[src/rtl/data_mem_arbiter_pkg.sv]
// Shared types and the ownership decision for the data-memory arbiter.
package mem_arb_pkg;

   typedef enum logic [1:0] {
      OWN_IDLE = 2'd0,
      OWN_CPU  = 2'd1,
      OWN_EXT  = 2'd2
   } owner_t;

   // Decide who owns memory next cycle from the current owner, the previous
   // owner (tie-break) and both requesters' req/lock inputs.
   function automatic owner_t next_owner(
      input owner_t owner,
      input owner_t last,
      input logic   cpu_req,
      input logic   cpu_lock,
      input logic   ext_req,
      input logic   ext_lock,
      input logic   at_max
   );
      owner_t other;
      logic   own_req;
      logic   own_lock;
      logic   oth_req;
      owner_t result;
      result = owner;
      case (owner)
         OWN_CPU: begin
            other    = OWN_EXT;
            own_req  = cpu_req;
            own_lock = cpu_lock;
            oth_req  = ext_req;
         end
         OWN_EXT: begin
            other    = OWN_CPU;
            own_req  = ext_req;
            own_lock = ext_lock;
            oth_req  = cpu_req;
         end
         default: begin
            other    = OWN_IDLE;
            own_req  = 1'b0;
            own_lock = 1'b0;
            oth_req  = 1'b0;
         end
      endcase
      if (owner == OWN_CPU || owner == OWN_EXT) begin
         if (!own_req) begin
            result = oth_req ? other : OWN_IDLE;
         end else if (oth_req && (!own_lock || at_max)) begin
            result = other;
         end else begin
            result = owner;
         end
      end else begin
         // Idle: a lone requester wins, a tie goes to whoever did not own last.
         if (cpu_req && ext_req) begin
            result = (last == OWN_CPU) ? OWN_EXT : OWN_CPU;
         end else if (cpu_req) begin
            result = OWN_CPU;
         end else if (ext_req) begin
            result = OWN_EXT;
         end else begin
            result = OWN_IDLE;
         end
      end
      return result;
   endfunction

endpackage

[src/rtl/data_mem_arbiter_if.sv]
// Bundle of the CPU port, EXT port and DataMemory port around the arbiter.
interface data_mem_arbiter_if #(
   parameter int ADDRESS_WIDTH = 32,
   parameter int DATA_WIDTH    = 32
) ();

   logic                     cpu_req;
   logic                     cpu_we;
   logic                     cpu_lock;
   logic [ADDRESS_WIDTH-1:0] cpu_addr;
   logic [DATA_WIDTH-1:0]    cpu_wdata;
   logic                     cpu_gnt;
   logic                     cpu_rvalid;
   logic [DATA_WIDTH-1:0]    cpu_rdata;
   logic                     cpu_stall;

   logic                     ext_req;
   logic                     ext_we;
   logic                     ext_lock;
   logic [ADDRESS_WIDTH-1:0] ext_addr;
   logic [DATA_WIDTH-1:0]    ext_wdata;
   logic                     ext_gnt;
   logic                     ext_rvalid;
   logic [DATA_WIDTH-1:0]    ext_rdata;

   logic                     mem_we;
   logic [ADDRESS_WIDTH-1:0] mem_addr;
   logic [DATA_WIDTH-1:0]    mem_wd;
   logic [DATA_WIDTH-1:0]    mem_rd;

   // Arbiter side.
   modport slave (
      input  cpu_req, cpu_we, cpu_lock, cpu_addr, cpu_wdata,
      output cpu_gnt, cpu_rvalid, cpu_rdata, cpu_stall,
      input  ext_req, ext_we, ext_lock, ext_addr, ext_wdata,
      output ext_gnt, ext_rvalid, ext_rdata,
      output mem_we, mem_addr, mem_wd,
      input  mem_rd
   );

   // Requesters plus memory side.
   modport master (
      output cpu_req, cpu_we, cpu_lock, cpu_addr, cpu_wdata,
      input  cpu_gnt, cpu_rvalid, cpu_rdata, cpu_stall,
      output ext_req, ext_we, ext_lock, ext_addr, ext_wdata,
      input  ext_gnt, ext_rvalid, ext_rdata,
      input  mem_we, mem_addr, mem_wd,
      output mem_rd
   );

endinterface

[src/rtl/data_mem_arbiter_burst_counter.sv]
// Counts consecutive cycles the current owner has kept memory; flags the
// last cycle a locked owner may hold it while the other side waits.
module arb_burst_counter #(
   parameter int MAX_BURST = 8
) (
   input  logic clk,
   input  logic rst,
   input  logic clear_i,
   input  logic inc_i,
   output logic at_max_o
);

   localparam int            CW      = (MAX_BURST > 1) ? $clog2(MAX_BURST) : 1;
   localparam logic [CW-1:0] CNT_MAX = CW'(MAX_BURST - 1);

   logic [CW-1:0] cnt_q;
   logic [CW-1:0] cnt_d;

   // Clear wins over increment; increment saturates at the burst limit.
   always_comb begin
      cnt_d = cnt_q;
      if (clear_i) begin
         cnt_d = '0;
      end else if (inc_i && (cnt_q != CNT_MAX)) begin
         cnt_d = cnt_q + 1'b1;
      end
   end

   // Counter register.
   always_ff @(posedge clk) begin
      if (rst) begin
         cnt_q <= '0;
      end else begin
         cnt_q <= cnt_d;
      end
   end

   assign at_max_o = (cnt_q == CNT_MAX);

endmodule

[src/rtl/data_mem_arbiter.sv]
// Shares the single-port DataMemory between the CPU load/store path and the
// EXT loader/debug port. Ownership is registered, so grants never depend
// combinationally on the requests; reads return one cycle after the grant.
module data_mem_arbiter
   import mem_arb_pkg::*;
#(
   parameter int ADDRESS_WIDTH = 32,
   parameter int DATA_WIDTH    = 32,
   parameter int MAX_BURST     = 8
) (
   input  logic                clk,
   input  logic                rst,
   data_mem_arbiter_if.slave   bus
);

   owner_t                   owner_q;
   owner_t                   owner_d;
   owner_t                   last_q;
   owner_t                   last_d;
   logic                     cnt_clear;
   logic                     cnt_inc;
   logic                     at_max;

   logic                     own_req;
   logic                     own_we;
   logic [ADDRESS_WIDTH-1:0] own_addr;
   logic [DATA_WIDTH-1:0]    own_wd;
   logic                     cpu_read;
   logic                     ext_read;

   logic                     cpu_rvalid_q;
   logic                     ext_rvalid_q;
   logic [DATA_WIDTH-1:0]    cpu_rdata_q;
   logic [DATA_WIDTH-1:0]    ext_rdata_q;

   arb_burst_counter #(
      .MAX_BURST (MAX_BURST)
   ) u_burst (
      .clk      (clk),
      .rst      (rst),
      .clear_i  (cnt_clear),
      .inc_i    (cnt_inc),
      .at_max_o (at_max)
   );

   // Next owner, tie-break history and burst counter control.
   always_comb begin
      owner_d = next_owner(owner_q, last_q, bus.cpu_req, bus.cpu_lock,
                           bus.ext_req, bus.ext_lock, at_max);
      last_d  = last_q;
      if ((owner_d != owner_q) && (owner_q != OWN_IDLE)) begin
         last_d = owner_q;
      end
      cnt_clear = (owner_d != owner_q) || (owner_d == OWN_IDLE);
      cnt_inc   = ~cnt_clear;
   end

   // Owner and last-owner registers; after reset the CPU wins the first tie.
   always_ff @(posedge clk) begin
      if (rst) begin
         owner_q <= OWN_IDLE;
         last_q  <= OWN_EXT;
      end else begin
         owner_q <= owner_d;
         last_q  <= last_d;
      end
   end

   // Route the owning requester onto the memory port; idle drives zeros.
   always_comb begin
      own_req  = 1'b0;
      own_we   = 1'b0;
      own_addr = '0;
      own_wd   = '0;
      case (owner_q)
         OWN_CPU: begin
            own_req  = bus.cpu_req;
            own_we   = bus.cpu_we;
            own_addr = bus.cpu_addr;
            own_wd   = bus.cpu_wdata;
         end
         OWN_EXT: begin
            own_req  = bus.ext_req;
            own_we   = bus.ext_we;
            own_addr = bus.ext_addr;
            own_wd   = bus.ext_wdata;
         end
         default: begin
         end
      endcase
   end

   assign cpu_read = (owner_q == OWN_CPU) && own_req && !own_we;
   assign ext_read = (owner_q == OWN_EXT) && own_req && !own_we;

   // Capture read data at the end of the granted cycle; rdata holds until
   // the next read by the same requester.
   always_ff @(posedge clk) begin
      if (rst) begin
         cpu_rvalid_q <= 1'b0;
         ext_rvalid_q <= 1'b0;
         cpu_rdata_q  <= '0;
         ext_rdata_q  <= '0;
      end else begin
         cpu_rvalid_q <= cpu_read;
         ext_rvalid_q <= ext_read;
         if (cpu_read) begin
            cpu_rdata_q <= bus.mem_rd;
         end
         if (ext_read) begin
            ext_rdata_q <= bus.mem_rd;
         end
      end
   end

   // A write in a reset cycle is dropped.
   assign bus.mem_we     = own_req & own_we & ~rst;
   assign bus.mem_addr   = own_addr;
   assign bus.mem_wd     = own_wd;

   assign bus.cpu_gnt    = (owner_q == OWN_CPU);
   assign bus.ext_gnt    = (owner_q == OWN_EXT);
   assign bus.cpu_stall  = bus.cpu_req & (owner_q != OWN_CPU);
   assign bus.cpu_rvalid = cpu_rvalid_q;
   assign bus.ext_rvalid = ext_rvalid_q;
   assign bus.cpu_rdata  = cpu_rdata_q;
   assign bus.ext_rdata  = ext_rdata_q;

endmodule

[src/flat_wrapper.sv]
// flat-port wrapper written by rule: the top's interface ports become plain ports
module data_mem_arbiter_flat import mem_arb_pkg::*;
#(
   parameter int ADDRESS_WIDTH = 32,
   parameter int DATA_WIDTH    = 32,
   parameter int MAX_BURST     = 8
)
  (clk, rst, bus_cpu_req, bus_cpu_we, bus_cpu_lock, bus_cpu_addr, bus_cpu_wdata, bus_cpu_gnt, bus_cpu_rvalid, bus_cpu_rdata, bus_cpu_stall, bus_ext_req, bus_ext_we, bus_ext_lock, bus_ext_addr, bus_ext_wdata, bus_ext_gnt, bus_ext_rvalid, bus_ext_rdata, bus_mem_we, bus_mem_addr, bus_mem_wd, bus_mem_rd);
  data_mem_arbiter_if #(.ADDRESS_WIDTH(ADDRESS_WIDTH), .DATA_WIDTH(DATA_WIDTH)) bus_i ();
  input  logic clk;
  input  logic rst;
  input wire logic [$bits(bus_i.cpu_req)-1:0] bus_cpu_req;
  input wire logic [$bits(bus_i.cpu_we)-1:0] bus_cpu_we;
  input wire logic [$bits(bus_i.cpu_lock)-1:0] bus_cpu_lock;
  input wire logic [$bits(bus_i.cpu_addr)-1:0] bus_cpu_addr;
  input wire logic [$bits(bus_i.cpu_wdata)-1:0] bus_cpu_wdata;
  output wire logic [$bits(bus_i.cpu_gnt)-1:0] bus_cpu_gnt;
  output wire logic [$bits(bus_i.cpu_rvalid)-1:0] bus_cpu_rvalid;
  output wire logic [$bits(bus_i.cpu_rdata)-1:0] bus_cpu_rdata;
  output wire logic [$bits(bus_i.cpu_stall)-1:0] bus_cpu_stall;
  input wire logic [$bits(bus_i.ext_req)-1:0] bus_ext_req;
  input wire logic [$bits(bus_i.ext_we)-1:0] bus_ext_we;
  input wire logic [$bits(bus_i.ext_lock)-1:0] bus_ext_lock;
  input wire logic [$bits(bus_i.ext_addr)-1:0] bus_ext_addr;
  input wire logic [$bits(bus_i.ext_wdata)-1:0] bus_ext_wdata;
  output wire logic [$bits(bus_i.ext_gnt)-1:0] bus_ext_gnt;
  output wire logic [$bits(bus_i.ext_rvalid)-1:0] bus_ext_rvalid;
  output wire logic [$bits(bus_i.ext_rdata)-1:0] bus_ext_rdata;
  output wire logic [$bits(bus_i.mem_we)-1:0] bus_mem_we;
  output wire logic [$bits(bus_i.mem_addr)-1:0] bus_mem_addr;
  output wire logic [$bits(bus_i.mem_wd)-1:0] bus_mem_wd;
  input wire logic [$bits(bus_i.mem_rd)-1:0] bus_mem_rd;
  assign bus_i.cpu_req = bus_cpu_req;
  assign bus_i.cpu_we = bus_cpu_we;
  assign bus_i.cpu_lock = bus_cpu_lock;
  assign bus_i.cpu_addr = bus_cpu_addr;
  assign bus_i.cpu_wdata = bus_cpu_wdata;
  assign bus_cpu_gnt = bus_i.cpu_gnt;
  assign bus_cpu_rvalid = bus_i.cpu_rvalid;
  assign bus_cpu_rdata = bus_i.cpu_rdata;
  assign bus_cpu_stall = bus_i.cpu_stall;
  assign bus_i.ext_req = bus_ext_req;
  assign bus_i.ext_we = bus_ext_we;
  assign bus_i.ext_lock = bus_ext_lock;
  assign bus_i.ext_addr = bus_ext_addr;
  assign bus_i.ext_wdata = bus_ext_wdata;
  assign bus_ext_gnt = bus_i.ext_gnt;
  assign bus_ext_rvalid = bus_i.ext_rvalid;
  assign bus_ext_rdata = bus_i.ext_rdata;
  assign bus_mem_we = bus_i.mem_we;
  assign bus_mem_addr = bus_i.mem_addr;
  assign bus_mem_wd = bus_i.mem_wd;
  assign bus_i.mem_rd = bus_mem_rd;
  data_mem_arbiter #(.ADDRESS_WIDTH(ADDRESS_WIDTH), .DATA_WIDTH(DATA_WIDTH), .MAX_BURST(MAX_BURST)) u_core (.clk(clk), .rst(rst), .bus(bus_i));
endmodule
[config.mk]
export PLATFORM = sky130hd
export DESIGN_NAME = data_mem_arbiter_flat
export DESIGN_NICKNAME = d
export VERILOG_FILES = /design/src/rtl/data_mem_arbiter_pkg.sv /design/src/rtl/data_mem_arbiter_if.sv /design/src/rtl/data_mem_arbiter_burst_counter.sv /design/src/rtl/data_mem_arbiter.sv /design/src/flat_wrapper.sv
export SDC_FILE = /design/constraint.sdc
export NUM_CORES = 1
export LEC_CHECK = 0
export CAP_MARGIN = 20
export CORE_ASPECT_RATIO = 0.7
export CORE_MARGIN = 2
export CORE_UTILIZATION = 30
export CTS_CLUSTER_SIZE = 20
export DETAILED_ROUTE_END_ITERATION = 6
export GPL_ROUTABILITY_DRIVEN = 0
export HOLD_SLACK_MARGIN = 0.12
export PLACE_DENSITY = 0.82
export REMOVE_ABC_BUFFERS = 1
export SLEW_MARGIN = 20
export SYNTH_ARGS = -nofsm -noshare
export SYNTH_HDL_FRONTEND = slang
export SYNTH_HIERARCHICAL = 1
export SYNTH_SLANG_ARGS = --single-unit
[constraint.sdc]
create_clock -name clk -period 2.5 [get_ports clk]
set_input_delay 0.75 -clock clk [delete_from_list [all_inputs] [get_ports clk]]
set_output_delay 0.75 -clock clk [all_outputs]
set_load 0.02 [all_outputs]
==> results.md <==
### Logic synthesis
* number of standard cells after synthesis: 510
* post-synthesis register bit count: 73
* count of distinct cell types in the synthesized netlist: 36
* total of warnings raised by yosys: 6
* share of the yosys chip area belonging to registers: 38.0%
* mean area per synthesized cell: 7.54 µm²
* mapped cell area: 3840 µm²

### Worst setup path
* highest fanout seen on the critical path: 17
* most frequent CP cell: sky130_fd_sc_hd__mux2i_1
* cell family with most CP delay: compound AO/OA/AOI/OAI gates
* Setup crit end kind: flip-flop
* capture point of the worst reg-to-reg path: u_core/u_burst/cnt_q[1]
* CP required: 2.68 ns
* CP peak stage delay: 0.39 ns
* Worst setup endpoint: u_core/u_burst/cnt_q[1]
* Crit path buffers/inverters: 2
* arrival time at the worst endpoint: 2.76 ns
* FF-to-FF path depth: 12
* cell-by-cell listing of the critical path: inv_4, ha_4, buf_12, a22o_1, o211ai_1, mux2i_1, a21o_1, nand3_2, a21oi_2, nor2b_4, mux2i_1, nor3_1
* R2R Setup Slk: -0.08 ns
* Crit path depth: 12
* type of origin of the critical path: flip-flop
* Worst Path Class, Setup: reg -> reg
* launching instance or port of the critical path: u_core/owner_q[1]
* slowest cell on the critical path: sky130_fd_sc_hd__dfxtp_4
* worst flop-to-flop path startpoint: u_core/owner_q[1]

### Final layout
* number of nets in the layout: 1012
* share of the core filled with cells in the final layout: 61.6%
* diode insertion count for antenna repair: 0
* Layout Cell Area excl Fill: 7680 µm²
* fillers: 1121
* proportion of layout cells with a drive suffix above 1: 22.0%
* multi-input gate area in the final layout: 2360 µm²
* register area: 1470 µm²
* area growth from synthesis to final layout: 99.7%
* non-filler cells in the finished layout: 1003

### Place
* area post-placement: 7380 µm²
* worst setup slack after placement: -0.454 ns
* Buffers on Ports: 301
* half-perimeter wire length after detailed placement: 12900 µm
* Placed Cells incl. Taps: 979

### Power
* Max VDD drop: 0.348 mV
* static leakage: 2.86 nW
* pwr/cell area: 442 nW/µm²

### Global route
* Overflow after GRT: 0
* initial antenna violation count: 0
* GRT Overall Usage: 23.7%
* number of global-route vias before repair: 4639
* global-route wire length before repair: 25900 µm
* maximum number of pins on one net before global-route repair: 75

### Floorplan
* starting density of the core: 30.8%
* number of I/O pins: 302
* die height: 98.7 µm
* die area: 13700 µm²
* standard-cell rows: 34
* overall die width: 139 µm
* Core Region: 12500 µm²

### Drt
* total routed wirelength: 17400 µm
* total number of vias: 4873
* vias per cell: 4.86
* initial DRC count: 306
* remaining number of nets flagged by the antenna check after routing: 0
* routed wirelength normalized by instance count: 17.3 µm
* iteration count of the initial detailed-routing pass: 5
* residual DRC count: 0

### Run
* max-cap violations: 0

### Clocking
* maximum count of clock buffers along a single path: 2
* source-to-sink clock delay at the later pin of the worst-skew pair: 0.32 ns
* TritonCTS clock tree: built
* number of H-tree levels: 3
* clock-pin slew on the worst setup and hold paths: 0.06 ns
* TritonCTS buffer count: 9
* number of clock sinks: 73
* cell at the root of the clock tree: sky130_fd_sc_hd__clkbuf_16

### Timing
* transition time at the pin with the least slew margin: 0.768 ns
* slew margin rel.: 48.8%
* setup repair after global routing missed its margin: yes
* total setup violations reported at the end of the flow: 3
* max-slew violations: 0
* total negative setup slack: -0.154 ns
* final count of hold timing violations: 0
* post-route setup slack: -0.0803 ns
* final worst path period share: 103%
* post-route minimum period: 2.58 ns
* Layout Skew: 0.00320 ns
* achievable clock frequency: 0.388 GHz

### Run status
* violations in the final reports: setup timing
* result of the run: finished with violations

### Worst hold path
* type of the most critical hold path: reg -> reg

[synth_stat cells]
library cell,count,share of area (%)
sky130_fd_sc_hd__a211o_1,2,0.46
sky130_fd_sc_hd__a211oi_1,1,0.20
sky130_fd_sc_hd__a21o_1,2,0.39
sky130_fd_sc_hd__a21oi_1,67,8.7
sky130_fd_sc_hd__a22o_1,3,0.68
sky130_fd_sc_hd__a22oi_1,66,13
sky130_fd_sc_hd__a311o_1,1,0.26
sky130_fd_sc_hd__a311oi_1,1,0.23
sky130_fd_sc_hd__a31oi_1,2,0.33
sky130_fd_sc_hd__and2_4,1,0.23
sky130_fd_sc_hd__and3_1,1,0.16
sky130_fd_sc_hd__and4b_1,2,0.52
sky130_fd_sc_hd__buf_1,7,0.68
sky130_fd_sc_hd__buf_2,3,0.39
sky130_fd_sc_hd__buf_6,2,0.59
sky130_fd_sc_hd__clkbuf_1,35,3.4
sky130_fd_sc_hd__dfxtp_1,73,38
sky130_fd_sc_hd__ha_1,7,2.3
sky130_fd_sc_hd__inv_1,4,0.39
sky130_fd_sc_hd__mux2i_1,4,1.0
sky130_fd_sc_hd__nand2_1,132,13
sky130_fd_sc_hd__nand2b_1,2,0.33
sky130_fd_sc_hd__nand3_1,3,0.39
sky130_fd_sc_hd__nand3b_1,1,0.20
sky130_fd_sc_hd__nand4b_1,2,0.46
sky130_fd_sc_hd__nor2_1,5,0.49
sky130_fd_sc_hd__nor2b_1,64,10
sky130_fd_sc_hd__nor2b_4,1,0.36
sky130_fd_sc_hd__nor3_1,4,0.52
sky130_fd_sc_hd__o211a_1,1,0.26
sky130_fd_sc_hd__o211ai_1,3,0.59
sky130_fd_sc_hd__o21ai_0,4,0.52
sky130_fd_sc_hd__o22ai_1,1,0.16
sky130_fd_sc_hd__or2_2,1,0.16
sky130_fd_sc_hd__or3_1,1,0.16
sky130_fd_sc_hd__xnor2_1,1,0.23
[layer usage]
| layer | GRT usage (%) | up-vias | share of wire [%] |
|---|---|---|---|
| met4 | 5.98 | 0 | 2.2 |
| met1 | 29.4 | 2247 | 42 |
| met5 | 0 | - | 0 |
| met2 | 39.8 | 177 | 48 |
| met3 | 7.82 | 31 | 7.8 |
| li1 | - | 2418 | - |
[worst reg2reg max path, cell delays in order, from the launching register on]
cell and delay (ns):
sky130_fd_sc_hd__dfxtp_4 0.39, sky130_fd_sc_hd__inv_4 0.06, sky130_fd_sc_hd__ha_4 0.18, sky130_fd_sc_hd__buf_12 0.15, sky130_fd_sc_hd__a22o_1 0.25, sky130_fd_sc_hd__o211ai_1 0.14, sky130_fd_sc_hd__mux2i_1 0.32, sky130_fd_sc_hd__a21o_1 0.23
sky130_fd_sc_hd__nand3_2 0.12, sky130_fd_sc_hd__a21oi_2 0.14, sky130_fd_sc_hd__nor2b_4 0.19, sky130_fd_sc_hd__mux2i_1 0.21, sky130_fd_sc_hd__nor3_1 0.06
[metrics by stage]
stage               hold WS [ns]  power [mW]
floorplan                  0.449        1.59
global placement           0.442        2.21
detailed placement         0.446        2.21
CTS                        0.453        3.37
global route               0.472        3.55
finish                     0.451        3.39
[cells by family after synthesis]
| family | share of synthesized area, % |
|---|---|
| buffers and inverters | 5.47 |
| adder cells (fa/ha/maj) | 2.28 |
| AO/OA/AOI/OAI | 25.7 |
| XOR/XNOR | 0.228 |
| AND/OR/NAND/NOR | 27.3 |
| flip-flops | 38.0 |
| multiplexers | 1.04 |
[power breakdown]
group / internal [mW] / leakage, nW / switching [mW]
clock network: 0.659 / 0.131 / 0.474
registers: 1.17 / 0.590 / 0.00997
logic: 0.603 / 2.14 / 0.471
[layout by cell type, fill, tap and decap left out, drive strengths merged, types with 2 or more instances in the layout]
cell | synthesis | routed
o211ai | 3 | 3
a22o | 3 | 3
a21oi | 67 | 67
dfxtp | 73 | 73
nand2 | 132 | 132
clkbuf | 35 | 20
a31oi | 2 | 2
buf | 12 | 117
clkdlybuf4s50 | 0 | 226
a22oi | 66 | 66
ha | 7 | 7
clkinv | 0 | 5
nand4b | 2 | 2
a21o | 2 | 2
inv | 4 | 4
and4b | 2 | 2
mux2i | 4 | 4
nor3 | 4 | 4
nor2 | 5 | 5
nand3 | 3 | 3
nand2b | 2 | 2
dlygate4sd2 | 0 | 7
o21ai | 4 | 4
a211o | 2 | 2
nor2b | 65 | 65
[registers in the layout, indices dropped and copies added (netlist names)]
name,flops
u_core/bus.cpu_rvalid,1
u_core/u_burst/cnt_q,3
u_core/last_q,2
u_core/bus.cpu_rdata,32
u_core/bus.ext_rvalid,1
u_core/owner_q,2
u_core/bus.ext_rdata,32
[worst min-delay path by stage]
stage	start	endpoint	slack (ns)	cells after the start
global route	u_core/bus.ext_rdata[30]	u_core/bus.ext_rdata[30]	0.47	2
global placement	u_core/bus.cpu_rdata[0]	u_core/bus.cpu_rdata[0]	0.44	2
finish	u_core/bus.ext_rdata[5]	u_core/bus.ext_rdata[5]	0.45	2
CTS	u_core/bus.ext_rdata[15]	u_core/bus.ext_rdata[15]	0.45	2
detailed placement	u_core/bus.ext_rdata[15]	u_core/bus.ext_rdata[15]	0.45	2
floorplan	u_core/last_q[1]	u_core/last_q[1]	0.45	2
[layout make-up]
class                           instances  area share (%)
Clock buffer                            9            2.93
Clock inverter                          6           0.473
Inverter                                4           0.261
Multi-Input combinational cell        386            30.8
Sequential cell                        73            19.1
Tap cell                              162            2.64
Timing Repair Buffer                  363            43.8
[timing repair]
action | in CTS | in global routing
setup endpoints to repair | 72 | 43
cloned | 0 | 1
gates resized for setup | 235 | 42
buffers inserted | 7 | 3
hold buffers | 0 | 0
pin swaps | 6 | 2
No activity file was read; power rests on OpenSTA's default activity.
